===== src/rtl/axrm_pkg.sv =====
// Shared types and constants for the approximate-multiplier error monitor.
package axrm_pkg;

  localparam int OP_W   = 8;
  localparam int PROD_W = 16;

  typedef enum logic [1:0] {
    IDLE  = 2'd0,
    RUN   = 2'd1,
    FLUSH = 2'd2,
    DONE  = 2'd3
  } state_t;

  function automatic int clog2(input int unsigned v);
    int r;
    r = 0;
    for (int i = 0; i < 32; i++) begin
      if ((64'd1 << i) < 64'(v)) r = i + 1;
    end
    return r;
  endfunction

endpackage


===== src/rtl/axrm_ed_calc.sv =====
// Two-stage exact-multiply / absolute-difference unit: S1 registers the exact
// product and the approximate product, S2 registers the error distance.
module axrm_ed_calc
  import axrm_pkg::*;
(
  input  logic              clk,
  input  logic              rst,
  input  logic              in_en,
  input  logic [OP_W-1:0]   in_a,
  input  logic [OP_W-1:0]   in_b,
  input  logic [PROD_W-1:0] in_approx,
  output logic              ed_valid,
  output logic [PROD_W-1:0] ed
);

  logic                     s1_valid;
  logic [PROD_W-1:0]        prod_q;
  logic [PROD_W-1:0]        approx_q;
  logic signed [PROD_W:0]   diff;
  logic [PROD_W-1:0]        ed_next;

  // 17-bit signed difference so both error signs fit before taking magnitude
  assign diff    = $signed({1'b0, prod_q}) - $signed({1'b0, approx_q});
  assign ed_next = diff[PROD_W] ? PROD_W'(-diff) : PROD_W'(diff);

  always_ff @(posedge clk) begin
    if (rst) begin
      s1_valid <= 1'b0;
      prod_q   <= '0;
      approx_q <= '0;
      ed_valid <= 1'b0;
      ed       <= '0;
    end else begin
      s1_valid <= in_en;
      if (in_en) begin
        prod_q   <= PROD_W'(in_a) * PROD_W'(in_b);
        approx_q <= in_approx;
      end
      ed_valid <= s1_valid;
      if (s1_valid) ed <= ed_next;
    end
  end

endmodule


===== src/rtl/axrm_error_monitor.sv =====
// Error-statistics monitor for approximate 8x8 multipliers over fixed-length runs.
// Define AXRM_ERRMON_SQ_EN to also accumulate the sum of squared error distances.
//
// state | meaning
// IDLE  | waiting for first start
// RUN   | accepting samples until NUM_SAMPLES taken
// FLUSH | draining the 3-stage pipeline
// DONE  | statistics valid and held until next start
module axrm_error_monitor
  import axrm_pkg::*;
#(
  parameter int NUM_SAMPLES = 256,
  parameter int ACC_W       = 32,
  localparam int LOG_N      = clog2(NUM_SAMPLES),
  localparam int CNT_W      = LOG_N + 1
) (
  input  logic                clk,
  input  logic                rst,
  input  logic                start,
  input  logic                in_valid,
  output logic                in_ready,
  input  logic [OP_W-1:0]     in_a,
  input  logic [OP_W-1:0]     in_b,
  input  logic [PROD_W-1:0]   in_approx,
  output logic                busy,
  output logic                done,
  output logic [CNT_W-1:0]    err_count,
  output logic [ACC_W-1:0]    sum_ed,
  output logic [PROD_W-1:0]   max_ed,
  output logic [PROD_W-1:0]   mean_ed,
  output logic                acc_ovf,
  output logic [ACC_W+31:0]   sum_sq_ed
);

  state_t            state, state_nx;
  logic [CNT_W-1:0]  remain_q;
  logic [1:0]        flush_q;
  logic              accept;
  logic              run_start;
  logic              ed_valid;
  logic [PROD_W-1:0] ed;
  logic [ACC_W:0]    sum_ext;

  assign in_ready  = (state == RUN) && (remain_q != '0);
  assign accept    = in_valid && in_ready;
  assign busy      = (state == RUN) || (state == FLUSH);
  assign run_start = start && ((state == IDLE) || (state == DONE));
  assign sum_ext   = {1'b0, sum_ed} + {{(ACC_W + 1 - PROD_W){1'b0}}, ed};

  axrm_ed_calc u_ed_calc (
    .clk       (clk),
    .rst       (rst),
    .in_en     (accept),
    .in_a      (in_a),
    .in_b      (in_b),
    .in_approx (in_approx),
    .ed_valid  (ed_valid),
    .ed        (ed)
  );

  always_comb begin
    state_nx = state;
    case (state)
      IDLE:    if (start) state_nx = RUN;
      RUN:     if (accept && (remain_q == CNT_W'(1))) state_nx = FLUSH;
      FLUSH:   if (flush_q == 2'd0) state_nx = DONE;
      DONE:    if (start) state_nx = RUN;
      default: state_nx = IDLE;
    endcase
  end

  always_ff @(posedge clk) begin
    if (rst) begin
      state    <= IDLE;
      remain_q <= '0;
      flush_q  <= '0;
      done     <= 1'b0;
    end else begin
      state <= state_nx;
      done  <= (state == FLUSH) && (flush_q == 2'd0);
      if (run_start)   remain_q <= CNT_W'(NUM_SAMPLES);
      else if (accept) remain_q <= remain_q - CNT_W'(1);
      // three FLUSH cycles cover S1, S2 and the accumulate stage
      if (state == RUN && state_nx == FLUSH)    flush_q <= 2'd2;
      else if (state == FLUSH && flush_q != '0) flush_q <= flush_q - 2'd1;
    end
  end

  always_ff @(posedge clk) begin
    if (rst || run_start) begin
      err_count <= '0;
      sum_ed    <= '0;
      max_ed    <= '0;
      mean_ed   <= '0;
      acc_ovf   <= 1'b0;
    end else begin
      if (ed_valid) begin
        if (ed != '0) err_count <= err_count + CNT_W'(1);
        if (ed > max_ed) max_ed <= ed;
        if (sum_ext[ACC_W]) begin
          sum_ed  <= '1;
          acc_ovf <= 1'b1;
        end else begin
          sum_ed <= sum_ext[ACC_W-1:0];
        end
      end
      mean_ed <= acc_ovf ? '1 : PROD_W'(sum_ed >> LOG_N);
    end
  end

`ifdef AXRM_ERRMON_SQ_EN
  logic [31:0] ed_sq;
  assign ed_sq = 32'(ed) * 32'(ed);

  always_ff @(posedge clk) begin
    if (rst || run_start)  sum_sq_ed <= '0;
    else if (ed_valid)     sum_sq_ed <= sum_sq_ed + {{ACC_W{1'b0}}, ed_sq};
  end
`else
  assign sum_sq_ed = '0;
`endif

endmodule

===== config.mk =====
export PLATFORM = sky130hd
export DESIGN_NAME = axrm_error_monitor
export DESIGN_NICKNAME = d
export VERILOG_FILES = /design/src/rtl/axrm_pkg.sv /design/src/rtl/axrm_ed_calc.sv /design/src/rtl/axrm_error_monitor.sv
export SDC_FILE = /design/constraint.sdc
export NUM_CORES = 1
export LEC_CHECK = 0
export CORE_MARGIN = 8
export CORE_UTILIZATION = 37
export DETAILED_ROUTE_END_ITERATION = 10
export GPL_TIMING_DRIVEN = 0
export MAX_ROUTING_LAYER = met4
export SLEW_MARGIN = 20
export SYNTH_ARGS = -nofsm -noshare
export SYNTH_HDL_FRONTEND = slang
export SYNTH_SLANG_ARGS = --single-unit

===== constraint.sdc =====
create_clock -name clk -period 5.75 [get_ports clk]
set_input_delay 1.15 -clock clk [delete_from_list [all_inputs] [get_ports clk]]
set_output_delay 1.15 -clock clk [all_outputs]
set_load 0.03 [all_outputs]

==> run summary <==
The iteration count of the initial detailed-routing pass came out at 5. The mux share of post-synthesis cell area is 1.01%. The count of mapped cells out of synthesis came out at 1213. The width of the die came out at 180 um. The area fraction in compound gates after synthesis came out at 16.4%. Leaving out fill and tap cells, the most frequent cell in the layout is sky130_fd_sc_hd__dfxtp_1. Wires add up to 23800 um.

The library cells used most frequently in the layout, excluding fill and tap cells, are 138 x sky130_fd_sc_hd__dfxtp_1, 116 x sky130_fd_sc_hd__nand2_1, 112 x sky130_fd_sc_hd__clkdlybuf4s50_1. The most used flip-flop cell after synthesis is sky130_fd_sc_hd__dfxtp_1. The mean number of vias per cell came out at 4.73. The final estimated routing congestion in global placement is 0.879. The total number of vias is 8336.

The min-delay analysis places its worst path in the category flop to flop. After detailed routing, the average wire length per cell comes to 13.5 um. Hold is met by 453 ps. The number of H-tree branching levels is 4. The area fraction in and, or, nand and nor cells after synthesis is 18.6%.

Setup repair after global routing left no endpoint under its margin. The setup-violating endpoint count in the final report came out at 0. The buffer depth of the longest clock path came out at 2. The cell accounting for the most synthesized area is sky130_fd_sc_hd__dfxtp_1.

The count of hold-fix buffers inserted at cts came out at 0. The worst setup slack after layout came out at 246 ps. After detailed placement, the design holds a cell count of 1729. The largest net degree at the start of global routing came out at 17. The via count of the first global-routing pass was 8200. The effective utilization at floorplan came out at 37.2%. The critical path launch point type is an input port. The worst register-to-register path begins at u_ed_calc.ed[0]. TritonCTS built the clock tree.

The die outline area is 32300 um^2. The proportion of layout cells with a drive suffix above 1 is 8.31%. The number of cells on the worst hold path is 2. Data on the critical path is required at its endpoint by 6100 ps.

The terminating pin of the worst hold path is u_ed_calc.prod_q[0]. Sequential elements use 27.9% of the synthesized area. The depth of the worst register-to-register path is 13. The tree is rooted in a sky130_fd_sc_hd__clkbuf_16. The final standard cell utilization of the core is 46.2%.

Counting the fill cells in the layout gives 2644. The highest clock rate is 0.182 GHz. The final clock skew is 6.93 ps. Across every metal layer, demand over resource in global routing totals 15.2%. After the last flow step, the layout net total stands at 1572. The number of DRC violations after detailed routing is 0. After synthesis, the cell types taking the most area are sky130_fd_sc_hd__dfxtp_1 28%, sky130_fd_sc_hd__ha_1 11%, sky130_fd_sc_hd__fa_1 7.7%, sky130_fd_sc_hd__a21oi_1 5.4%, sky130_fd_sc_hd__buf_4 5.1%. The growth of design area from synthesis to finish came out at 24.1%.

The endpoint identified for the worst register-to-register timing path is sum_ed[17]. The later pin in the worst-skew pair is clocked with a latency of 430 ps. The setup fix buffers added after clock tree synthesis is 0. The main combinational cell family by area after synthesis is adder cells. The arrival time reported for the critical path endpoint is 5860 ps. The clock slew at the register clock pins of the worst setup and hold paths is 60 ps. Of the total synthesized cell area, the portion taken by XOR and XNOR cells is 6.10%.

The count of input and output buffers came out at 112. The static leakage power came out at 5.15 nW. The mean instance size in the synthesized netlist is 8.17 um^2.

The total grt overflow came out at 0. The run finished with clean final reports. The adder-cell share of the synthesized area is 19.2%. The netlist area before placement is 9910 um^2. The power per cell area is 379 nW/um^2. The number of placement rows is 60. The total number of clock tree sinks came out at 138. The final-report max-slew violation count came out at 0. 0 antenna diodes ended up in the layout. The first global-routing pass estimated 40400 um of wire. The core region area came out at 26700 um^2. The setup slack on the worst flop-to-flop path came out at 2270 ps. The count of non-filler cells in the finished layout is 1761. Once detail routing completed, the nets flagged for antenna violations numbered 0. The number of enable-type register cells in the synthesized netlist came out at 0. The initial antenna violation count is 0. The actual slew at the worst max-slew pin came out at 692 ps.

The pre-CTS setup slack is -222 ps. The half-perimeter wire length of the detailed placement result came out at 19500 um. The combined flip-flop and latch cell area came out at 2760 um^2. The type of the worst setup path is input port to flop.

The worst-case IR drop observed on VDD is 0.233 mV. The number of warning messages in the yosys log is 0. The synthesis-stage register bit count is 138. The die is 180 um tall.

The final critical path takes up 95.7% of the cycle. The synthesized design devotes to its leading area cell type 27.9% of total area. The worst setup path is captured at a flop. The area taken by multi-input logic gates is 6320 um^2.

The distinct cell type count of the synthesized netlist came out at 63. After the first detailed-routing iteration, the DRC count stood at 395. Along the worst path, the maximum fanout reaches 8.

In this run the most critical hold path is launched from u_ed_calc.prod_q[0]. The proportion of synthesized flip-flops having asynchronous set or reset is 0%. The worst max-slew margin expressed relative to the limit came out at 53.4%. The number of maximum-capacitance violations is 0. The minimum clock period after layout came out at 5500 ps. The final-layout setup total negative slack is 0 ps. The number of hold-slack violations in the final timing report came out at 0. The number of buffers added by the clock tree synthesis step came out at 17. During I/O placement, the number of pins put on the boundary was 177.
-- logic make-up after synthesis --
family | Yosys count
multiplexers | 10
adder cells (fa/ha/maj) | 129
flip-flops | 138
AND/OR/NAND/NOR | 389
other | 1
AO/OA/AOI/OAI | 262
buffers and inverters | 215
XOR/XNOR | 69
-- per-layer routing --
layer  vias to the layer above  share of wire (%)  wire, um  global-route usage, %
li1                       4356                  -         -                      -
met4                         0                1.1       268                   4.00
met3                        23                3.4       799                   3.02
met5                         -                  0         0                      -
met1                      3792                 47     11100                   17.9
met2                       165                 49     11600                   26.1
-- state kept, by name, indices dropped and copies added, names as in the netlist --
name and count:
u_ed_calc.s1_valid 1, acc_ovf 1, state 2, u_ed_calc.prod_q 16, done 1, u_ed_calc.approx_q 16, remain_q 9, u_ed_calc.ed 16
max_ed 16, mean_ed 16, flush_q 2, err_count 9, sum_ed 32, u_ed_calc.ed_valid 1
-- how the worst max path moves through the flow --
stage | startpoint | to | slack (ps)
global placement | in_a[1] | u_ed_calc.prod_q[14] | -190
CTS | in_a[1] | u_ed_calc.prod_q[14] | 200
floorplan | in_a[1] | u_ed_calc.prod_q[12] | 780
finish | in_a[1] | u_ed_calc.prod_q[12] | 250
global route | in_a[1] | u_ed_calc.prod_q[14] | 50
detailed placement | in_a[1] | u_ed_calc.prod_q[14] | -220
-- stage by stage --
stage	power (mW)	cell area, um^2
floorplan	3.09	10100
global placement	3.53	11700
detailed placement	3.57	11700
CTS	4.70	12300
global route	5.06	12300
finish	4.66	12300
-- Yosys cell counts, drive strengths merged (3+ instances only) --
| master | count |
|---|---|
| nor3 | 23 |
| ha | 91 |
| or4 | 5 |
| o211ai | 5 |
| clkbuf | 33 |
| inv | 111 |
| a311oi | 4 |
| o21ai | 64 |
| nor3b | 3 |
| fa | 38 |
| a2111oi | 3 |
| nand2b | 10 |
| o21bai | 4 |
| nand2 | 116 |
| xnor2 | 38 |
| nand3 | 33 |
| nor4 | 5 |
| nand4 | 4 |
| buf | 71 |
| and3 | 13 |
| o31ai | 3 |
| or3 | 3 |
| a21oi | 109 |
| nor2 | 108 |
| a31oi | 10 |
| a21o | 13 |
| o21a | 9 |
| nor2b | 13 |
| mux2i | 10 |
| xor2 | 31 |
| and4 | 3 |
| and2 | 47 |
| dfxtp | 138 |
| a211oi | 22 |
-- critical path, cell delays in order --
cell and delay [ps]:
sky130_fd_sc_hd__clkdlybuf4s50_1 550, sky130_fd_sc_hd__and2_1 250, sky130_fd_sc_hd__fa_1 440, sky130_fd_sc_hd__fa_1 550, sky130_fd_sc_hd__inv_1 50, sky130_fd_sc_hd__fa_1 460, sky130_fd_sc_hd__fa_1 540, sky130_fd_sc_hd__inv_1 40
sky130_fd_sc_hd__ha_1 330, sky130_fd_sc_hd__inv_1 60, sky130_fd_sc_hd__o21ai_0 90, sky130_fd_sc_hd__a21oi_1 230, sky130_fd_sc_hd__o21bai_1 150, sky130_fd_sc_hd__a2111oi_0 560, sky130_fd_sc_hd__xnor2_1 190, sky130_fd_sc_hd__nand2_1 70
sky130_fd_sc_hd__a21oi_1 150
-- timing repair --
item,in CTS,in global routing
resized for setup,0,1
endpoints found under the hold margin,0,0
endpoints found under the setup margin,0,1
-- power by group --
part	total (mW)	switching, mW	internal (mW)
registers	1.07	0.0526	1.02
clock network	1.12	0.463	0.660
logic	2.46	1.43	1.03
-- final cells by class --
class | instances | area share (%)
Clock inverter | 14 | 1.30
Inverter | 111 | 3.39
Clock buffer | 18 | 3.57
Tap cell | 341 | 3.47
Buffer | 104 | 5.30
Multi-Input combinational cell | 923 | 51.4
Timing Repair Buffer | 112 | 9.11
Sequential cell | 138 | 22.5
Note: power is estimated with default switching activity, not from simulation.
==> RTL change, RTL diff (config.mk and constraints unchanged) <==
Set the parameter `ACC_W` to 28 (it was 32).
--- a/src/rtl/axrm_error_monitor.sv
+++ b/src/rtl/axrm_error_monitor.sv
@@ -10,7 +10,7 @@
   import axrm_pkg::*;
 #(
   parameter int NUM_SAMPLES = 256,
-  parameter int ACC_W       = 32,
+  parameter int ACC_W       = 28,
   localparam int LOG_N      = clog2(NUM_SAMPLES),
   localparam int CNT_W      = LOG_N + 1
 ) (
Ports: changed (resized sum_ed and sum_sq_ed); port bits go from 177 to 169. No check against the original RTL was run, so the function may have changed too.
==> RTL change against the unedited design <==
- die area up 0.36%
- utilization is 0.12 points lower
- power decreased by 0.82%
- setup slack better by 0.078 ns
- sequential cell count is 4 lower
- register-to-register slack worse by 0.08 ns
- routed wire length rose by 3.2%
- design area down 0.26%
- synthesized area up 0.39%
==> RTL change: results <==
{
  "status": "complete, no violations",
  "portBuffers": 108,
  "synth_cell_types": 71,
  "grt_max_degree": 17,
  "largest_reg_flops": 28,
  "ys_seq_elements": 134,
  "grt_use_met2_pct": 27.4,
  "seq_area_mm2": 0.00268,
  "place_congestion": 0.905,
  "buf_share_pct": 13.9,
  "grt_pass1_wl_um": 41800,
  "crit_family": "adder cells",
  "clock_skew_ns": 0.00974,
  "final_util_pct": 46.0,
  "max_stage_delay_ns": 0.55,
  "routed.top_layer": "met4",
  "wl_met1_um": 11200,
  "power_leakage_nw": 5.14,
  "multi_input_gates": 933,
  "switchingPower_mw": 1.93,
  "grt_pass1_vias": 8429,
  "met3_wirelength_um": 1040,
  "fin_nets": 1572,
  "clk_latency_ns": 0.42,
  "cts_made_buffers": 17,
  "slew_headroom_pct": 43.5,
  "ir_drop_v": 0.000229,
  "ant_nets": 0,
  "place_hpwl_um": 20100,
  "multi_input_area_share_pct": 52.5,
  "wirelength_um": 24500,
  "synthTopCellsByCount": "134 x dfxtp_1, 112 x inv_1, 108 x nor2_1, 92 x nand2_1, 91 x ha_1",
  "inverters": 112,
  "holdPathStages": 2,
  "r2r_cells": 12,
  "path_max_fanout": 8,
  "pre_cts_slack_ns": -0.119,
  "worstPathArrival_ns": 5.73,
  "yosysSeqAreaShare_pct": 27.0,
  "async_flop_share_pct": 0,
  "clk_share_pct": 4.81,
  "grt_use_total_pct": 15.7,
  "clkbuf_count": 19,
  "grtUsageMet3_pct": 3.15,
  "drive_above_1_share_pct": 7.46,
  "wl_met2_um": 12000,
  "grtUsageMet1_pct": 18.2,
  "num-nonclk-buffers": 209,
  "ctsResizeCount": 0,
  "rows": 60,
  "slowest_stage": "clkdlybuf4s50_1",
  "via_per_inst": 4.90,
  "fill_cells": 2677,
  "drtPass1Iterations": 5,
  "cts_hold_buf": 0,
  "post_synth.cell_area_avg_um2": 8.15,
  "synth.area.top_cells": "dfxtp_1 27%, ha_1 11%, fa_1 7.6%",
  "place_area_mm2": 0.0117,
  "dr.first_iter.drc_count": 489
}
RTL change: cell types whose count changed in the layout (fill, tap and decap cells not counted), sizes merged, moves of 6 or more:
| cell | before | now |
|---|---|---|
| or3 | 3 | 16 |
| xnor2 | 38 | 31 |
| a31oi | 10 | 24 |
| a21o | 13 | 25 |
| nand3 | 33 | 39 |
| nand2 | 116 | 92 |
| buf | 71 | 65 |
| nor2b | 13 | 6 |
| mux2i | 10 | 3 |
| a21oi | 109 | 88 |
| xor2 | 31 | 21 |
| and2 | 47 | 59 |
RTL change: logic make-up (layout without fill, tap and decap cells):
group | Yosys count | in the layout | synth area share [%]
simple gates | 412 | 412 | 20.9
compound gates | 277 | 277 | 17.7
buf+inv | 213 | 353 | 10.5
flops | 134 | 134 | 27.0
fa+ha+maj | 129 | 129 | 19.1
xor+xnor | 52 | 52 | 4.58
mux | 3 | 3 | 0.302
other cells | 1 | 60 | 0.0377
RTL change: power groups by stage:
| stage | logic [mW] | clock network, mW | registers [mW] |
|---|---|---|---|
| after floorplan | 1.96 | 0 | 1.06 |
| after global placement | 2.44 | 0 | 1.07 |
| after detailed placement | 2.47 | 0 | 1.07 |
| after CTS | 2.49 | 1.12 | 1.05 |
| after global routing | 2.81 | 1.16 | 1.06 |
| final | 2.48 | 1.10 | 1.05 |
RTL change: worst paths after layout:
path                            slack [ns]                   from                     to
worst min-delay path                  0.45  u_ed_calc.approx_q[7]  u_ed_calc.approx_q[7]
worst max-delay path                  0.32                in_a[1]   u_ed_calc.prod_q[15]
worst min register to register        0.45  u_ed_calc.approx_q[7]  u_ed_calc.approx_q[7]
worst max register to register        2.19        u_ed_calc.ed[0]             sum_ed[14]
